File: src/rtl/data_mux_rr_pkg.sv
// Shared constants and helpers for the data_mux_rr block and its arbiter.
package data_mux_rr_pkg;

   // Channel choice: explicit select port or round-robin among valid channels.
   localparam int MODE_SEL = 0;
   localparam int MODE_RR  = 1;

   // Ceiling log2. Callers clamp the result to at least one bit.
   function automatic int clog2(input int value);
      int result;
      int remaining;
      result    = 0;
      remaining = value - 1;
      while (remaining > 0) begin
         result++;
         remaining = remaining >> 1;
      end
      return result;
   endfunction

endpackage

File: src/rtl/data_mux_rr_rr_arbiter.sv
// Combinational round-robin arbiter: the search starts at ptr and wraps
// around, and the first requesting channel found wins.
module rr_arbiter
   import data_mux_rr_pkg::*;
#(
   parameter  int CHANNELS = 4,
   localparam int SEL_W    = (clog2(CHANNELS) < 1) ? 1 : clog2(CHANNELS)
) (
   input  logic [CHANNELS-1:0] req,
   input  logic [SEL_W-1:0]    ptr,
   output logic                gnt_valid,
   output logic [SEL_W-1:0]    gnt_idx
);

   // Scan the search distances from farthest to nearest so that the nearest
   // requester overwrites the others. The channel at distance i from ptr is
   // ptr+i, folded back below CHANNELS, which keeps indices >= CHANNELS out.
   always_comb begin
      gnt_valid = 1'b0;
      gnt_idx   = '0;
      for (int i = CHANNELS - 1; i >= 0; i--) begin
         for (int k = 0; k < CHANNELS; k++) begin
            if (req[k] && ((int'(ptr) + i == k) || (int'(ptr) + i == k + CHANNELS))) begin
               gnt_valid = 1'b1;
               gnt_idx   = SEL_W'(k);
            end
         end
      end
   end

endmodule

File: src/rtl/data_mux_rr.sv
// N:1 data multiplexer with valid/ready handshakes and one output register.
// Channel choice comes from sel (MODE_SEL) or from a round-robin arbiter (MODE_RR).
module data_mux_rr
   import data_mux_rr_pkg::*;
#(
   parameter  int WIDTH    = 32,
   parameter  int CHANNELS = 4,
   parameter  int MODE     = 0,
   localparam int SEL_W    = (clog2(CHANNELS) < 1) ? 1 : clog2(CHANNELS)
) (
   input  logic                      clk,
   input  logic                      rst_n,
   input  logic [CHANNELS*WIDTH-1:0] in_data,
   input  logic [CHANNELS-1:0]       in_valid,
   output logic [CHANNELS-1:0]       in_ready,
   input  logic [SEL_W-1:0]          sel,
   output logic [WIDTH-1:0]          out_data,
   output logic [SEL_W-1:0]          out_chan,
   output logic                      out_valid,
   input  logic                      out_ready
);

   logic             loadEn;
   logic             grantValid;
   logic [SEL_W-1:0] grantIdx;
   logic [WIDTH-1:0] selData;

   logic [WIDTH-1:0] outData_q,  outData_d;
   logic [SEL_W-1:0] outChan_q,  outChan_d;
   logic             outValid_q, outValid_d;
   logic [SEL_W-1:0] ptr_q,      ptr_d;

   // The register can take new data when it is empty or is being drained now.
   assign loadEn = !outValid_q || out_ready;

   if (MODE == MODE_RR) begin : g_rr
      logic unusedSel;
      assign unusedSel = ^sel;

      rr_arbiter #(
         .CHANNELS (CHANNELS)
      ) u_arb (
         .req       (in_valid),
         .ptr       (ptr_q),
         .gnt_valid (grantValid),
         .gnt_idx   (grantIdx)
      );
   end else begin : g_sel
      // Explicit select: grant only a valid channel that exists; a sel value
      // at or above CHANNELS matches no k and so never grants.
      always_comb begin
         grantValid = 1'b0;
         grantIdx   = '0;
         for (int k = 0; k < CHANNELS; k++) begin
            if ((int'(sel) == k) && in_valid[k]) begin
               grantValid = 1'b1;
               grantIdx   = SEL_W'(k);
            end
         end
      end
   end

   // Pick the granted channel's data and raise ready on that channel only.
   always_comb begin
      selData  = '0;
      in_ready = '0;
      for (int k = 0; k < CHANNELS; k++) begin
         if (grantIdx == SEL_W'(k)) begin
            selData     = in_data[k*WIDTH +: WIDTH];
            in_ready[k] = loadEn && grantValid;
         end
      end
   end

   // Next-state of the output stage. A transfer loads and advances the round-robin
   // pointer, a drain with no transfer clears valid, and a stall holds everything.
   always_comb begin
      outData_d  = outData_q;
      outChan_d  = outChan_q;
      outValid_d = outValid_q;
      ptr_d      = ptr_q;
      if (loadEn && grantValid) begin
         outData_d  = selData;
         outChan_d  = grantIdx;
         outValid_d = 1'b1;
         if (MODE == MODE_RR) begin
            ptr_d = (int'(grantIdx) == CHANNELS - 1) ? '0 : grantIdx + SEL_W'(1);
         end
      end else if (out_ready) begin
         outValid_d = 1'b0;
      end
   end

   // Output register and arbitration pointer, cleared asynchronously.
   always_ff @(posedge clk or negedge rst_n) begin
      if (!rst_n) begin
         outData_q  <= '0;
         outChan_q  <= '0;
         outValid_q <= 1'b0;
         ptr_q      <= '0;
      end else begin
         outData_q  <= outData_d;
         outChan_q  <= outChan_d;
         outValid_q <= outValid_d;
         ptr_q      <= ptr_d;
      end
   end

   assign out_data  = outData_q;
   assign out_chan  = outChan_q;
   assign out_valid = outValid_q;

endmodule
File: config.mk
export PLATFORM = sky130hd
export DESIGN_NAME = data_mux_rr
export DESIGN_NICKNAME = d
export VERILOG_FILES = /design/src/rtl/data_mux_rr_pkg.sv /design/src/rtl/data_mux_rr_rr_arbiter.sv /design/src/rtl/data_mux_rr.sv
export SDC_FILE = /design/constraint.sdc
export NUM_CORES = 1
export LEC_CHECK = 0
export CAP_MARGIN = 20
export CORE_UTILIZATION = 35
export CTS_CLUSTER_SIZE = 24
export DETAILED_ROUTE_END_ITERATION = 8
export PLACE_DENSITY = 0.86
export SETUP_SLACK_MARGIN = 0.15
export SLEW_MARGIN = 20
export SYNTH_ARGS = -nofsm -noshare
export SYNTH_HDL_FRONTEND = slang
export SYNTH_SLANG_ARGS = --single-unit
File: constraint.sdc
create_clock -name clk -period 2 [get_ports clk]
set_input_delay 0.4 -clock clk [delete_from_list [all_inputs] [get_ports clk]]
set_output_delay 0.4 -clock clk [all_outputs]
set_load 0.05 [all_outputs]
==> out/metrics.cfg, run 1 <==
[clock_network]
clock_latency_ns = 0.28
htreeDepth = 2
clkTransAtPathRegs_ns = 0.08
clockBufferDepth = 2
root_buffer = clkbuf_8
cts_tree = yes
cts_buffers = 5
cts.sinks = 35

[floorplanning]
rows = 30
design.die.area_sq_um = 7360
fp.dieW_um = 85.8
die_h_um = 85.8
pin_count = 176
core-area_sq_um = 6790
start_util_pct = 36.2

[timing]
grt_setup_unrepaired = yes
max_freq_mhz = 516
hold_viol = 0
drv_slew = 0
tightest_slew_ns = 0.779
slew_headroom_pct = 48.1
whs_ns = 0.189
setup_viol = 0
period_share_pct = 96.9
fin_setup_tns_ns = 0
setup_ws_ns = 0.0627
min_period_ns = 1.94
finalClockSkew_ns = 0.00500

[placement]
port_buffers = 175
routabilityCongestion = 0.821
dp_cells = 542
pre_cts_ws_ns = -0.271
place_area_sq_um = 4510
place_hpwl_um = 7420

[layout]
num_antenna_cells = 0
layout-drive-gt1-share_pct = 15.5
final.fill_count = 555
fin_nets = 594
instances_no_fill = 554
area_delta_synth_final_pct = 88.8
fin_util_pct = 68.3
post-route-cell-area_sq_um = 4640

[worst_setup_path]
cp_max_fo = 3
timing.reg2reg.setup_slack_ns = 0.25
crit_start = out_valid$_DFFE_PN0P_
reg2reg_to = out_data[29]$_DFFE_PN0P_
r2r_cells = 6
cp-end-kind = primary output
endpoint = in_ready[1]
r2r_start = out_valid$_DFFE_PN0P_
crit_type = flip-flop to primary output
critPathRequiredTime_ns = 1.60
cp.arrival_ns = 1.54
crit_path_start_kind = flip-flop

[flow_run]
max_cap_viol_count = 0

[logic_synthesis]
synth_xor_area_share_pct = 0
synth-main-ff-cell = dfrtp_1
synth-seq-cells = 35
yosys.area_share.simple_pct = 12.7
yosysSeqAreaShare_pct = 35.7
synthArstFlopShare_pct = 100
synth_largest_area_cell = dfrtp_1
avgSynthCellArea_sq_um = 9.13
yosys.cell_types.count = 34
synthCells = 269
synth.area.top_cells = dfrtp_1 (36%), a21o_1 (7.0%), a31oi_1 (5.9%), o22ai_1 (5.9%), o221ai_1 (5.7%)
synth_compound_area_share_pct = 32.1
synth.area.mux_share_pct = 9.68
synth_top_family_by_area = compound AO/OA/AOI/OAI gates
synth_top_area_share_pct = 35.7
yosysWarnings = 0
netlist_area_sq_um = 2460
synth_fa_ha_area_share_pct = 0
synth_edf_count = 0
synth_fp_nets = 406

[min_path]
hp-class = input pin to asynchronous set/reset pin

[global_routing]
grt_util_all_layers_pct = 26.8
grt_overflow_total = 0
grt_pass1_wl_um = 15300
antenna_found_initial = 0
grt_max_degree = 36
grt_pass1_vias = 3139

[routing]
drtAntennaViolNets = 0
first_iter_violations = 147
wl_per_cell_um = 17.6
finalWirelength_um = 9770
drt-vias-per-instance = 5.42
drc_errors = 0
vias = 3001
drt_pass1_iterations = 4

[power_and_ir_drop]
power_density_nw_per_um2 = 712
total_power_mw = 3.30
ir_drop_uv = 437
power.leakage_nw = 2.14

[status]
status = finished clean

==> worst min-delay path by stage <==
| stage | endpoint | slack (ns) | cells after the start |
|---|---|---|---|
| after floorplan | out_chan[0]$_DFFE_PN0P_ | 0.10 | 0 |
| after global placement | out_chan[1]$_DFFE_PN0P_ | 0.47 | 2 |
| after detailed placement | out_chan[1]$_DFFE_PN0P_ | 0.47 | 2 |
| after CTS | out_data[16]$_DFFE_PN0P_ | 0.22 | 1 |
| after global routing | out_data[16]$_DFFE_PN0P_ | 0.25 | 1 |
| final | out_data[16]$_DFFE_PN0P_ | 0.19 | 1 |
==> sequential cells by signal (all words and copies together), names as in the netlist <==
register   count
out_valid      1
out_data      32
out_chan       2
==> synth_stat cells, types with 7 or more instances <==
cell type	n
a22oi_1	9
dfrtp_1	35
nand4_1	7
o221ai_1	16
nand3_1	24
buf_2	10
clkbuf_1	11
o22ai_1	23
o211ai_1	7
a21o_1	23
a31oi_1	23
mux2i_1	11
inv_1	17
o21ai_0	11
==> cells by family after synthesis <==
family                 after synthesis
AND/OR/NAND/NOR                     52
buffers and inverters               47
AO/OA/AOI/OAI                      114
multiplexers                        21
flip-flops                          35
==> critical path, stage by stage, from the launching register on <==
cell     delay (ns)
dfrtp_2        0.41
nor2b_4        0.13
or3_4          0.37
a21oi_4        0.18
buf_12         0.16
==> what timing repair did <==
item	CTS	global route
hold buffers	0	0
setup buffers	2	2
gates resized for setup	38	11
pin swaps	2	3
endpoints found under the setup margin	61	10
==> power breakdown <==
group	switching, mW	internal, mW	total (mW)	leakage [nW]
logic	1.02	0.683	1.70	1.65
registers	0.0897	0.872	0.962	0.430
clock network	0.266	0.371	0.637	0.0581
==> layer usage <==
layer / wire [um] / global-route usage, % / share of wire [%]
met2: 4920 / 48.5 / 50
met1: 3910 / 31.1 / 40
met4: 148 / 8.79 / 1.5
met3: 795 / 6.26 / 8.1
met5: 0 / 0 / 0
==> layout by cell type, fill, tap and decap left out, types with 2 or more instances in the layout <==
cell             Yosys  final
a21o_1              23     23
a22oi_1              9      9
a31oi_1             23     23
and3_1               2      2
buf_12               0      8
buf_2               10      2
buf_4                5     30
buf_6                3      2
clkbuf_8             0      5
clkdlybuf4s50_1      0    128
dfrtp_1             35     34
dlygate4sd2_1        0     33
dlymetal6s2s_1       0      7
inv_1               17     17
mux2_2               6      6
mux2_4               4      4
mux2i_1             11     11
nand2_1              5      5
nand3_1             24     24
nand4_1              7      7
nor2_4               0      2
o211ai_1             7      7
o21ai_0             11     11
o221ai_1            16     16
o22ai_1             23     23
==> cell type report <==
cell class	instances	area (sq um)	share of cell area, %
Clock buffer	5	68.8	1.48
Clock inverter	3	43.8	0.944
Inverter	17	63.8	1.38
Multi-Input combinational cell	187	1380	29.7
Sequential cell	35	877	18.9
Tap cell	96	120	2.59
Timing Repair Buffer	211	2090	45.0
Note: power is estimated with default switching activity, not from simulation.
==> run 2, diff against run 1 <==
--- a/config.mk
+++ b/config.mk
@@ -10,6 +10,7 @@
 export CTS_CLUSTER_SIZE = 24
 export DETAILED_ROUTE_END_ITERATION = 8
 export PLACE_DENSITY = 0.86
+export RECOVER_POWER = 50
 export SETUP_SLACK_MARGIN = 0.15
 export SLEW_MARGIN = 20
 export SYNTH_ARGS = -nofsm -noshare
==> out/metrics.cfg, run 2 (synthesized netlist as in run 1, its figures left out) <==
[status]
status = finished clean

[layout]
post-route-cell-area_sq_um = 4560
fin_nets = 594
instances_no_fill = 554
area_delta_synth_final_pct = 85.8
layout_commonest_cell = clkdlybuf4s50_1
largest_reg_flops = 32
final_cell_mix = clkdlybuf4s50_1 (128), dfrtp_1 (34), dlygate4sd2_1 (33)
fin_util_pct = 67.2
layout-drive-gt1-share_pct = 15.1
num_antenna_cells = 0

[placement]
routabilityCongestion = 0.821
dp_cells = 542
place_area_sq_um = 4510
pre_cts_ws_ns = -0.271
port_buffers = 175
place_hpwl_um = 7420

[worst_setup_path]
max_stage_delay_ns = 0.41
crit_start = out_valid$_DFFE_PN0P_
crit_type = flip-flop to primary output
cp_max_fo = 3
slowest_stage = dfrtp_2
r2r_start = out_valid$_DFFE_PN0P_
crit_buf_inv = 1
cp.depth = 4
crit_path_start_kind = flip-flop
critPathRequiredTime_ns = 1.60
cp.arrival_ns = 1.54
r2r_cells = 6
cp-end-kind = primary output
path_delay_family = simple AND/OR/NAND/NOR gates
crit_chain = nor2b_4, or3_4, a21oi_4, buf_12

[global_routing]
antenna_found_initial = 0
grt_overflow_total = 0
grt_pass1_wl_um = 15300
grt_util_all_layers_pct = 26.8
grt_pass1_vias = 3139
grt_max_degree = 36

[timing]
tightest_slew_ns = 0.880
grt_setup_unrepaired = yes
fin_setup_tns_ns = 0
max_freq_mhz = 517
hold_viol = 0
drv_slew = 0
setup_viol = 0
finalClockSkew_ns = 0.00660
min_period_ns = 1.94
whs_ns = 0.215
slew_headroom_pct = 41.3
setup_ws_ns = 0.0646
period_share_pct = 96.8

[routing]
drtAntennaViolNets = 0
wl_per_cell_um = 17.8
drt_pass1_iterations = 4
drt-vias-per-instance = 5.47
finalWirelength_um = 9870
drc_errors = 0
vias = 3030
first_iter_violations = 161

[clock_network]
cts_buffers = 5
root_buffer = clkbuf_8
clockBufferDepth = 2
cts.sinks = 35
clkTransAtPathRegs_ns = 0.08
cts_hold_buf = 0
cts_tree = yes
clock_latency_ns = 0.28
htreeDepth = 2

[floorplanning]
fp.dieW_um = 85.8
core-area_sq_um = 6790
design.die.area_sq_um = 7360
pin_count = 176
die_h_um = 85.8
start_util_pct = 36.2
rows = 30

[power_and_ir_drop]
power_density_nw_per_um2 = 714
total_power_mw = 3.26
power.leakage_nw = 2.04
ir_drop_uv = 438

[flow_run]
max_cap_viol_count = 0

[min_path]
hp-class = input pin to asynchronous set/reset pin

## run 2: cell count changes in the layout (fill, tap and decap cells not counted)
cell,previous run,this run
clkbuf_1,0,9
dlymetal6s2s_1,7,0
buf_4,30,27
buf_2,2,1
clkbuf_2,0,1
clkbuf_4,0,1
nand2_2,0,1
nand2_4,1,0
## run 2: timing repair
| item | in CTS | in global routing |
|---|---|---|
| buffers inserted | 2 | 2 |
| endpoints found under the setup margin | 61 | 10 |
| pin swaps | 2 | 3 |
| gates cloned | 0 | 0 |
| resized for setup | 38 | 11 |
## run 2: area by class of cell
| class | count | area, sq um |
|---|---|---|
| multi-input combinational | 187 | 1370 |
| clock inverter | 3 | 43.8 |
| inverter | 17 | 63.8 |
| tap | 96 | 120 |
| sequential | 35 | 877 |
| clock buffer | 5 | 68.8 |
| timing repair buffer | 211 | 2020 |
| fill | 571 | 2230 |
## run 2: worst reg2reg max path: cells and delay by family (launching register included)
family	cells	cell delay, ns
compound gates	1	0.14
buf+inv	2	0.41
simple gates	3	0.78
flops	1	0.41
## run 2: where the power goes
group | internal [mW] | leakage, nW | switching, mW
clock network | 0.371 | 0.0581 | 0.268
logic | 0.638 | 1.55 | 1.02
registers | 0.872 | 0.430 | 0.0921
## run 2: worst paths after layout
path	slack, ns	to
worst min register to register	0.49	out_chan[1]$_DFFE_PN0P_
worst min-delay path	0.22	out_data[16]$_DFFE_PN0P_
min in group clk	0.49	out_chan[1]$_DFFE_PN0P_
worst max-delay path	0.06	in_ready[1]
worst max register to register	0.13	out_data[29]$_DFFE_PN0P_
max in group asynchronous	1.16	out_valid$_DFFE_PN0P_
## run 2: per-layer routing
metal / global-route usage [%] / vias to the layer above / wire [um]
li1: - / 1417 / -
met1: 31.1 / 1433 / 3960
met2: 48.5 / 166 / 4970
met3: 6.26 / 14 / 809
met4: 8.79 / 0 / 142
met5: 0 / - / 0
